<file path="src/rtl/hacd_pkg.sv">
// Shared types and constants for the HACD translation front end.
package hacd_pkg;

    localparam int HACD_AXI4_ADDR_WIDTH = 32;
    localparam int HPPA_W               = HACD_AXI4_ADDR_WIDTH - 12;
    localparam int TF_CACHE_ENTRIES     = 4;
    localparam int TF_STATE_W           = 3;

    // Host physical addresses at or above this base are translated; below it they pass through.
    localparam logic [HACD_AXI4_ADDR_WIDTH-1:0] HPPA_BASE_ADDR = 32'h1000_0000;

    typedef enum logic [TF_STATE_W-1:0] {
        TF_IDLE        = 3'd0,
        TF_HIT_OUT     = 3'd1,
        TF_LOOKUP      = 3'd2,
        TF_WAIT_ACCESS = 3'd3,
        TF_FILL_OUT    = 3'd4
    } tf_state_e;

    typedef struct packed {
        logic              valid;
        logic [HPPA_W-1:0] hppa;
        logic [HPPA_W-1:0] ppa;
    } tf_entry_t;

    typedef struct packed {
        logic              lookup;
        logic [HPPA_W-1:0] hppa;
        logic              zeroBlkWr;
    } att_lkup_reqpkt_t;

    typedef struct packed {
        logic                            allow_access;
        logic [HACD_AXI4_ADDR_WIDTH-1:0] ppa;
        logic [1:0]                      sts;
    } trnsl_reqpkt_t;

endpackage

</file>
<file path="src/rtl/hawk_trnsl_front.sv">
// Translation front end: caches host-page to physical-page mappings in a small
// fully-associative table and asks the page-read manager on a miss.
module hawk_trnsl_front
    import hacd_pkg::*;
(
    input  logic                            clk_i,
    input  logic                            rst_ni,
    input  logic                            req_valid,
    output logic                            req_ready,
    input  logic [HACD_AXI4_ADDR_WIDTH-1:0] req_addr,
    input  logic                            req_zero_blk,
    output logic                            out_valid,
    input  logic                            out_ready,
    output logic [HACD_AXI4_ADDR_WIDTH-1:0] out_addr,
    output logic                            out_bypass,
    output att_lkup_reqpkt_t                lkup_reqpkt,
    input  logic                            pgrd_mngr_ready,
    input  trnsl_reqpkt_t                   trnsl_reqpkt,
    input  logic                            inv_valid,
    input  logic [HPPA_W-1:0]               inv_hppa,
    output logic [TF_STATE_W-1:0]           tf_state
);

    tf_entry_t [TF_CACHE_ENTRIES-1:0] r_cache;
    logic [1:0]                       r_vptr;
    tf_state_e                        r_state;
    tf_state_e                        w_state_nxt;
    logic [HACD_AXI4_ADDR_WIDTH-1:0]  r_addr;
    logic                             r_zero;
    logic [HACD_AXI4_ADDR_WIDTH-1:0]  r_out_addr;
    logic                             r_out_bypass;

    logic [TF_CACHE_ENTRIES-1:0]      w_valid_raw;
    logic [TF_CACHE_ENTRIES-1:0]      w_inv_match;
    logic [TF_CACHE_ENTRIES-1:0]      w_valid_eff;
    logic [TF_CACHE_ENTRIES-1:0]      w_hit_vec;
    logic                             w_hit;
    logic [1:0]                       w_hit_idx;
    logic [1:0]                       w_victim;
    logic                             w_bypass;
    logic                             w_fill_blk;
    logic                             w_lookup;
    logic                             w_fill;
    logic                             w_accept;

    // Only the page-number part of the returned ppa and no status bits are consumed here.
    logic w_unused_ok;
    assign w_unused_ok = ^{trnsl_reqpkt.sts, trnsl_reqpkt.ppa[11:0]};

    // CAM compare of one tag against every entry, gated by a per-entry valid vector.
    function automatic logic [TF_CACHE_ENTRIES-1:0] cam_match(
        input tf_entry_t [TF_CACHE_ENTRIES-1:0] entries,
        input logic [TF_CACHE_ENTRIES-1:0]      vld,
        input logic [HPPA_W-1:0]                tag
    );
        logic [TF_CACHE_ENTRIES-1:0] m;
        for (int i = 0; i < TF_CACHE_ENTRIES; i++) begin
            m[i] = vld[i] && (entries[i].hppa == tag);
        end
        return m;
    endfunction

    // Hit and victim selection see the cache as it is after this cycle's invalidation.
    always_comb begin
        for (int i = 0; i < TF_CACHE_ENTRIES; i++) begin
            w_valid_raw[i] = r_cache[i].valid;
        end
        w_inv_match = inv_valid ? cam_match(r_cache, w_valid_raw, inv_hppa) : '0;
        w_valid_eff = w_valid_raw & ~w_inv_match;
        w_hit_vec   = cam_match(r_cache, w_valid_eff, req_addr[HACD_AXI4_ADDR_WIDTH-1:12]);
        w_hit       = |w_hit_vec;
        w_hit_idx   = '0;
        w_victim    = r_vptr;
        for (int i = TF_CACHE_ENTRIES - 1; i >= 0; i--) begin
            if (w_hit_vec[i])    w_hit_idx = 2'(i);
            if (!w_valid_eff[i]) w_victim  = 2'(i);
        end
        w_bypass   = req_addr < HPPA_BASE_ADDR;
        w_fill_blk = inv_valid && (inv_hppa == r_addr[HACD_AXI4_ADDR_WIDTH-1:12]);
        w_accept   = (r_state == TF_IDLE) && req_valid;
        w_fill     = (r_state == TF_WAIT_ACCESS) && trnsl_reqpkt.allow_access;
    end

    // Next-state logic; the lookup strobe is a Mealy output of LOOKUP.
    always_comb begin
        w_state_nxt = r_state;
        w_lookup    = 1'b0;
        case (r_state)
            TF_IDLE: begin
                if (req_valid) w_state_nxt = (w_bypass || w_hit) ? TF_HIT_OUT : TF_LOOKUP;
            end
            TF_LOOKUP: begin
                if (pgrd_mngr_ready) begin
                    w_lookup    = 1'b1;
                    w_state_nxt = TF_WAIT_ACCESS;
                end
            end
            TF_WAIT_ACCESS: begin
                if (trnsl_reqpkt.allow_access) w_state_nxt = TF_FILL_OUT;
            end
            TF_HIT_OUT, TF_FILL_OUT: begin
                if (out_ready) w_state_nxt = TF_IDLE;
            end
            default: w_state_nxt = TF_IDLE;
        endcase
    end

    // State register.
    always_ff @(posedge clk_i or negedge rst_ni) begin
        if (!rst_ni) r_state <= TF_IDLE;
        else         r_state <= w_state_nxt;
    end

    // Request capture and the held output address.
    always_ff @(posedge clk_i or negedge rst_ni) begin
        if (!rst_ni) begin
            r_addr       <= '0;
            r_zero       <= 1'b0;
            r_out_addr   <= '0;
            r_out_bypass <= 1'b0;
        end else if (w_accept) begin
            r_addr       <= req_addr;
            r_zero       <= req_zero_blk;
            r_out_bypass <= w_bypass;
            if (w_bypass) r_out_addr <= req_addr;
            else if (w_hit) r_out_addr <= {r_cache[w_hit_idx].ppa, req_addr[11:0]};
        end else if (w_fill) begin
            r_out_addr   <= {trnsl_reqpkt.ppa[HACD_AXI4_ADDR_WIDTH-1:12], r_addr[11:0]};
            r_out_bypass <= 1'b0;
        end
    end

    // Cache maintenance: invalidate matches, then install a fill unless it was invalidated this cycle.
    always_ff @(posedge clk_i or negedge rst_ni) begin
        if (!rst_ni) begin
            r_cache <= '0;
            r_vptr  <= '0;
        end else begin
            for (int i = 0; i < TF_CACHE_ENTRIES; i++) begin
                if (w_inv_match[i]) r_cache[i].valid <= 1'b0;
            end
            if (w_fill) begin
                r_vptr <= r_vptr + 2'd1;
                if (!w_fill_blk) begin
                    r_cache[w_victim] <= '{valid: 1'b1,
                                           hppa:  r_addr[HACD_AXI4_ADDR_WIDTH-1:12],
                                           ppa:   trnsl_reqpkt.ppa[HACD_AXI4_ADDR_WIDTH-1:12]};
                end
            end
        end
    end

    assign req_ready             = (r_state == TF_IDLE) && rst_ni;
    assign out_valid             = (r_state == TF_HIT_OUT) || (r_state == TF_FILL_OUT);
    assign out_addr              = r_out_addr;
    assign out_bypass            = r_out_bypass;
    assign lkup_reqpkt.lookup    = w_lookup;
    assign lkup_reqpkt.hppa      = w_lookup ? r_addr[HACD_AXI4_ADDR_WIDTH-1:12] : '0;
    assign lkup_reqpkt.zeroBlkWr = w_lookup & r_zero;
    assign tf_state              = r_state;

endmodule

</file>
<file path="config.mk">
export PLATFORM = sky130hd
export DESIGN_NAME = hawk_trnsl_front
export DESIGN_NICKNAME = d
export VERILOG_FILES = /design/src/rtl/hacd_pkg.sv /design/src/rtl/hawk_trnsl_front.sv
export SDC_FILE = /design/constraint.sdc
export NUM_CORES = 1
export LEC_CHECK = 0
export ABC_CLOCK_PERIOD_IN_PS = 3600
export CORE_UTILIZATION = 45
export CTS_CLUSTER_DIAMETER = 200
export DETAILED_ROUTE_END_ITERATION = 8
export DONT_BUFFER_PORTS = 1
export HOLD_SLACK_MARGIN = 0.08
export SYNTH_ARGS = -nofsm -noshare
export SYNTH_HDL_FRONTEND = slang
export SYNTH_SLANG_ARGS = --single-unit
</file>
<file path="constraint.sdc">
create_clock -name clk_i -period 3.6 [get_ports clk_i]
set_input_delay 0.18 -clock clk_i [delete_from_list [all_inputs] [get_ports clk_i]]
set_output_delay 0.18 -clock clk_i [all_outputs]
set_load 0.02 [all_outputs]
</file>
==> results of run 1 <==
## where the power goes
group / switching, mW / internal [mW]
logic: 1.59 / 1.73
registers: 1.26 / 3.74
clock network: 1.16 / 1.97
## kinds of logic after synthesis
group / Yosys count / share of synthesized area
buf+inv: 96 / 0.0394
mux: 205 / 0.188
xor+xnor: 183 / 0.131
compound gates: 107 / 0.0639
flops: 235 / 0.479
simple gates: 255 / 0.0997
## Yosys cell counts, types with 20 or more instances
master | instances | area share
nor4_1 | 28 | 0.014
mux2i_1 | 33 | 0.027
buf_2 | 47 | 0.019
mux2_1 | 29 | 0.027
xnor2_1 | 73 | 0.052
xor2_1 | 110 | 0.078
dfrtp_1 | 235 | 0.48
nor2_1 | 27 | 0.0083
nand2_1 | 118 | 0.036
a21oi_1 | 20 | 0.0082
o22ai_1 | 32 | 0.016
and2_1 | 23 | 0.012
clkbuf_1 | 30 | 0.0092
mux2_2 | 133 | 0.12
## stage by stage
step | hold WS [ps] | std cells | utilization | total power [mW] | area (µm²)
after floorplan | -116 | 1081 | - | 7.29 | 12300
after global placement | -112 | 1360 | 0.468 | 8.14 | 12600
after detailed placement | -113 | 1360 | 0.468 | 8.23 | 12600
after CTS | -690 | 1472 | 0.529 | 11.5 | 14200
after global routing | -685 | 1472 | 0.529 | 12.1 | 14200
final | -662 | 1472 | 0.529 | 11.5 | 14200
## path summary, 6_finish.rpt
path	slack, ps	endpoint	start
worst max register to register	230	flop	flop
max in group asynchronous	3930	asynchronous set/reset pin	rst_ni
worst min-delay path	-660	out_addr[2]$_DFFE_PN0P_	rst_ni
min in group clk_i	120	r_cache[40]$_DFF_PN0_	inv_valid
worst min register to register	470	r_addr[11]$_DFFE_PN0P_	r_addr[11]$_DFFE_PN0P_
worst max-delay path	230	flop	flop
## worst max-delay path, cell delays in order, from the launching register on
cell and delay, ps:
dfrtp_1 420, xor2_1 180, nor4_1 300, nand3_1 160, dlygate4sd3_1 600, o21ai_2 200
o21bai_1 150, a21oi_1 220, nor3_2 330, buf_12 290, mux2_2 360
## metal layers
| layer | part of all wire | wire length, µm | up-vias |
|---|---|---|---|
| met5 | 0 | 0 | - |
| met4 | 0.019 | 701 | 0 |
| met3 | 0.079 | 2870 | 43 |
| met2 | 0.45 | 16100 | 294 |
| met1 | 0.45 | 16400 | 4375 |
| li1 | - | - | 3805 |
## cell type report
type	count	area, µm²
clock buffers	36	791
clock inverters	15	240
fillers	2398	12700
inverters	7	26.3
multi-input cells	750	5950
flip-flops and latches	235	5880
well taps	341	427
repair buffers	88	901
## cell usage in the layout, fill, tap and decap left out, types with 4 or more instances in the layout
cell type	n
dfrtp_1	235
mux2_2	133
nand2_1	115
xor2_1	110
xnor2_1	73
dlygate4sd3_1	61
mux2i_1	33
o22ai_1	32
mux2_1	29
clkbuf_16	28
nor2_1	27
nor4_1	27
and2_1	22
a21oi_1	20
buf_4	20
o22a_1	17
nand4_1	16
nor3_1	16
nand3_1	10
mux2_4	10
a31oi_1	8
inv_1	7
clkinv_2	7
buf_12	7
o21ai_0	6
clkbuf_8	6
bufinv_16	6
o211ai_1	5
and3_1	4
a21o_1	4
## what timing repair did
| item | 4_1_cts | 5_1_grt |
|---|---|---|
| endpoints found under the hold margin | 388 | 235 |
| resized for setup | 0 | 1 |
| endpoints found under the setup margin | 0 | 57 |
==> results.cfg, run 1 <==
[placement]
place_ws_ps = 293
portBuffers = 0
finalWeightedCongestion = 0.914
hpwl_um = 23300

[timing]
max_freq_mhz = 297
worstMarginPinSlew_ps = 1030
skew_ps = 20.1
rsz0062_at_grt = no
setup_slack_ps = 232
setup_tns_ps = 0
slew_headroom = 0.315
fin_crit_ps = 3370
maxSlewViolCount = 0
timing.final.crit_share = 0.936
setup_violations = 0
final-hold-violation-count = 235
fin_worst_hold_slack_ps = -662

[synthesis]
ys.flop_type = dfrtp_1
syn_area_um2 = 12300
synth-edff-count = 0
syn_area_per_cell_um2 = 11.4
async_flop_share = 1.00
ys_types = 52
ys_warn_count = 0
ys_seq_area_frac = 0.479
syn_nets = 1175
synth-seq-cells = 235
synth_cells = 1081

[routing]
vias = 8517
drc = 0
dr.pass1.iters = 5
route.antenna.remaining_nets = 0
wl_um = 36100
drt_iter0_drc = 656
wl_per_cell_um = 24.5
viasPerCell = 5.79

[global_route]
grt_use_met3 = 0.0690
grt_usage = 0.262
grt_overflow = 0
grt_use_met2 = 0.397
antenna_found_initial = 2
grt_most_used_layer = met2
grt_pass1_wl_um = 55200
grt_max_degree = 237
grtUsageMet1 = 0.374
grt_pass1_vias = 8609

[power_and_ir_drop]
powerDensity_nw_per_um2 = 806
peakVddDrop_mv = 0.549
leakagePower_nw = 6.32

[clock_tree]
hold_buffers = 61
htreeDepth = 1
clk_latency_ps = 560
cts_tree = yes
clock-sinks = 235
clockBufferDepth = 3
cts_root_buf = clkbuf_16
numCtsBuffers = 28
clk_pin_slew_worst_paths_ps = 60
cts_setup_buffers = 0

[floorplan]
rows = 60
pin_count = 154
start_util = 0.457
core_area_um2 = 26900
die_y_um = 167
dieWidth_um = 167
die-area_um2 = 28000

[outcome]
outcome = complete, but fails checks
failed_checks = hold timing

[setup_path]
worst-path-max-fanout = 31
arrival_ps = 3790
worstSetupPathType = reg2reg
worstRegToRegCells = 10
cp_data_required_time_ps = 4020
start_kind = flop
crit_path_end_kind = flop

[final_layout]
antenna_cells = 0
drive_gt1_frac = 0.208
final_nets = 1204
synthToLayoutAreaGrowth_pct = 15.7

[worst_hold_path]
min_path_type = in2async

[run]
drv_cap = 0
No activity file was read; power rests on OpenSTA's default activity.
==> inputs of run 2 (changes only) <==
CAP_MARGIN = 20   (was default)
CELL_PAD_IN_SITES_DETAIL_PLACEMENT = 0   (was default)
CELL_PAD_IN_SITES_GLOBAL_PLACEMENT = 2   (was default)
CORE_UTILIZATION = 43   (was 45)
PLACE_DENSITY_LB_ADDON = 0.1   (was default)
==> results.cfg, run 2 (synthesized netlist as in run 1, its figures left out) <==
[timing]
setup_violations = 0
maxSlewViolCount = 0
setup_tns_ps = 0
worstMarginPinSlew_ps = 1020
slew_headroom = 0.318
final-hold-violation-count = 235
rsz0062_at_grt = no
fin_worst_hold_slack_ps = -666
fin_crit_ps = 3430
skew_ps = 19.9
timing.final.crit_share = 0.952
setup_slack_ps = 175
max_freq_mhz = 292

[routing]
vias = 8326
viasPerCell = 5.52
dr.pass1.iters = 4
wl_per_cell_um = 25.4
drt_iter0_drc = 544
wl_um = 38400
route.antenna.remaining_nets = 0
drc = 0

[worst_hold_path]
min_path_type = in2async

[clock_tree]
numCtsBuffers = 28
clock-sinks = 235
cts_root_buf = clkbuf_16
clk_pin_slew_worst_paths_ps = 60
cts_setup_buffers = 0
clockBufferDepth = 3
cts_tree = yes
hold_buffers = 60
clk_latency_ps = 560
htreeDepth = 1

[placement]
portBuffers = 0
hpwl_um = 24500
finalWeightedCongestion = 0.895
place_ws_ps = 233

[power_and_ir_drop]
power_mw = 11.2
peakVddDrop_mv = 0.391
leakagePower_nw = 6.27
powerDensity_nw_per_um2 = 792

[setup_path]
arrival_ps = 3870
crit_slowest_cell = nor4_1
worst-path-max-fanout = 20
start_kind = flop
cp_top_family = simple AND/OR/NAND/NOR gates
cp_data_required_time_ps = 4040
critPathMaxStageDelay_ps = 740
cp_cell_sequence = xor2_1 > nor4_1 > nand3_1 > a2111oi_4 > nor2_4 > a31oi_4 > or2_2 > buf_4 > mux2_4
crit_path_end_kind = flop
path_buf_inv = 1
worstSetupPathType = reg2reg

[outcome]
failed_checks = hold timing
outcome = complete, but fails checks

[floorplan]
dieWidth_um = 171
core_area_um2 = 27900
die_y_um = 171
die-area_um2 = 29200
start_util = 0.440
pin_count = 154
rows = 61

[final_layout]
drive_gt1_frac = 0.205
final_cell_mix = dfrtp_1, mux2_2, nand2_1, xor2_1, xnor2_1
postLayoutCoreUtil = 0.507
nFillCells = 2579
final_nets = 1205
synthToLayoutAreaGrowth_pct = 15.3
final_common_cell = dfrtp_1

[global_route]
grt_overflow = 0
antenna_found_initial = 1
grt_pass1_vias = 8435
grt_max_degree = 237
grt_usage = 0.269
grt_pass1_wl_um = 56900

[run]
drv_cap = 0
[run 2: changes by cell type in the layout (fill, tap and decap cells not counted), sizes merged]
cell,before,now
clkbuf,36,41
bufinv,6,2
clkinv,9,6
buf,27,29
diode,0,1
dlygate4sd3,61,60
[run 2: path summary, 6_finish.rpt]
path                                  startpoint                          to  slack [ps]  depth (start not counted)
setup / recovery                            flop    out_addr[11]$_DFFE_PN0P_         170                          9
hold / removal                            rst_ni      r_addr[23]$_DFFE_PN0P_        -670                          0
setup reg to reg                            flop    out_addr[11]$_DFFE_PN0P_         170                          9
hold reg to reg            r_addr[0]$_DFFE_PN0P_       r_addr[0]$_DFFE_PN0P_         470                          2
max in group asynchronous                 rst_ni  asynchronous set/reset pin        3650                          0
min in group clk_i                  inv_hppa[17]       r_cache[40]$_DFF_PN0_         120                          6
[run 2: report_power, final]
part	leakage (nW)	switching (mW)	internal (mW)
Sequential	2.98	1.25	3.74
Clock	0.457	1.14	1.71
Combinational	2.83	1.65	1.73
Total	6.27	4.03	7.18
[run 2: per-stage QoR]
step | area (µm²) | cells | hold WS (ps)
final | 14200 | 1509 | -666
after global routing | 14200 | 1508 | -680
after CTS | 14200 | 1508 | -697
after detailed placement | 12600 | 1399 | -105
after global placement | 12600 | 1399 | -104
after floorplan | 12300 | 1081 | -116
[run 2: repair_timing]
action                                 in CTS  in global routing
endpoints found under the hold margin     387                235
setup endpoints to repair                   0                 40
resized for setup                           0                  1
[run 2: per-layer routing]
layer	wire, µm	part of all wire	track usage	vias to the layer above
met2	16900	0.44	0.405	222
met1	18400	0.48	0.389	4245
met3	2290	0.060	0.0571	52
met5	0	0	0	-
met4	856	0.022	0.0710	0
li1	-	-	-	3807
[run 2: final cells by class]
type	instances	area (µm²)	share of cell area
Sequential cell	235	5880	0.415
Antenna cell	1	2.50	0.000177
Tap cell	378	473	0.0334
Clock inverter	8	101	0.00716
Inverter	7	26.3	0.00186
Timing Repair Buffer	89	906	0.0640
Multi-Input combinational cell	750	5950	0.420
Clock buffer	41	820	0.0579
[run 2: worst register-to-register path, stage by stage (launching register included)]
cell and delay [ps]:
dfrtp_1 400, xor2_1 170, nor4_1 740, nand3_1 320, a2111oi_4 580, nor2_4 130
a31oi_4 200, or2_2 140, buf_4 300, mux2_4 340
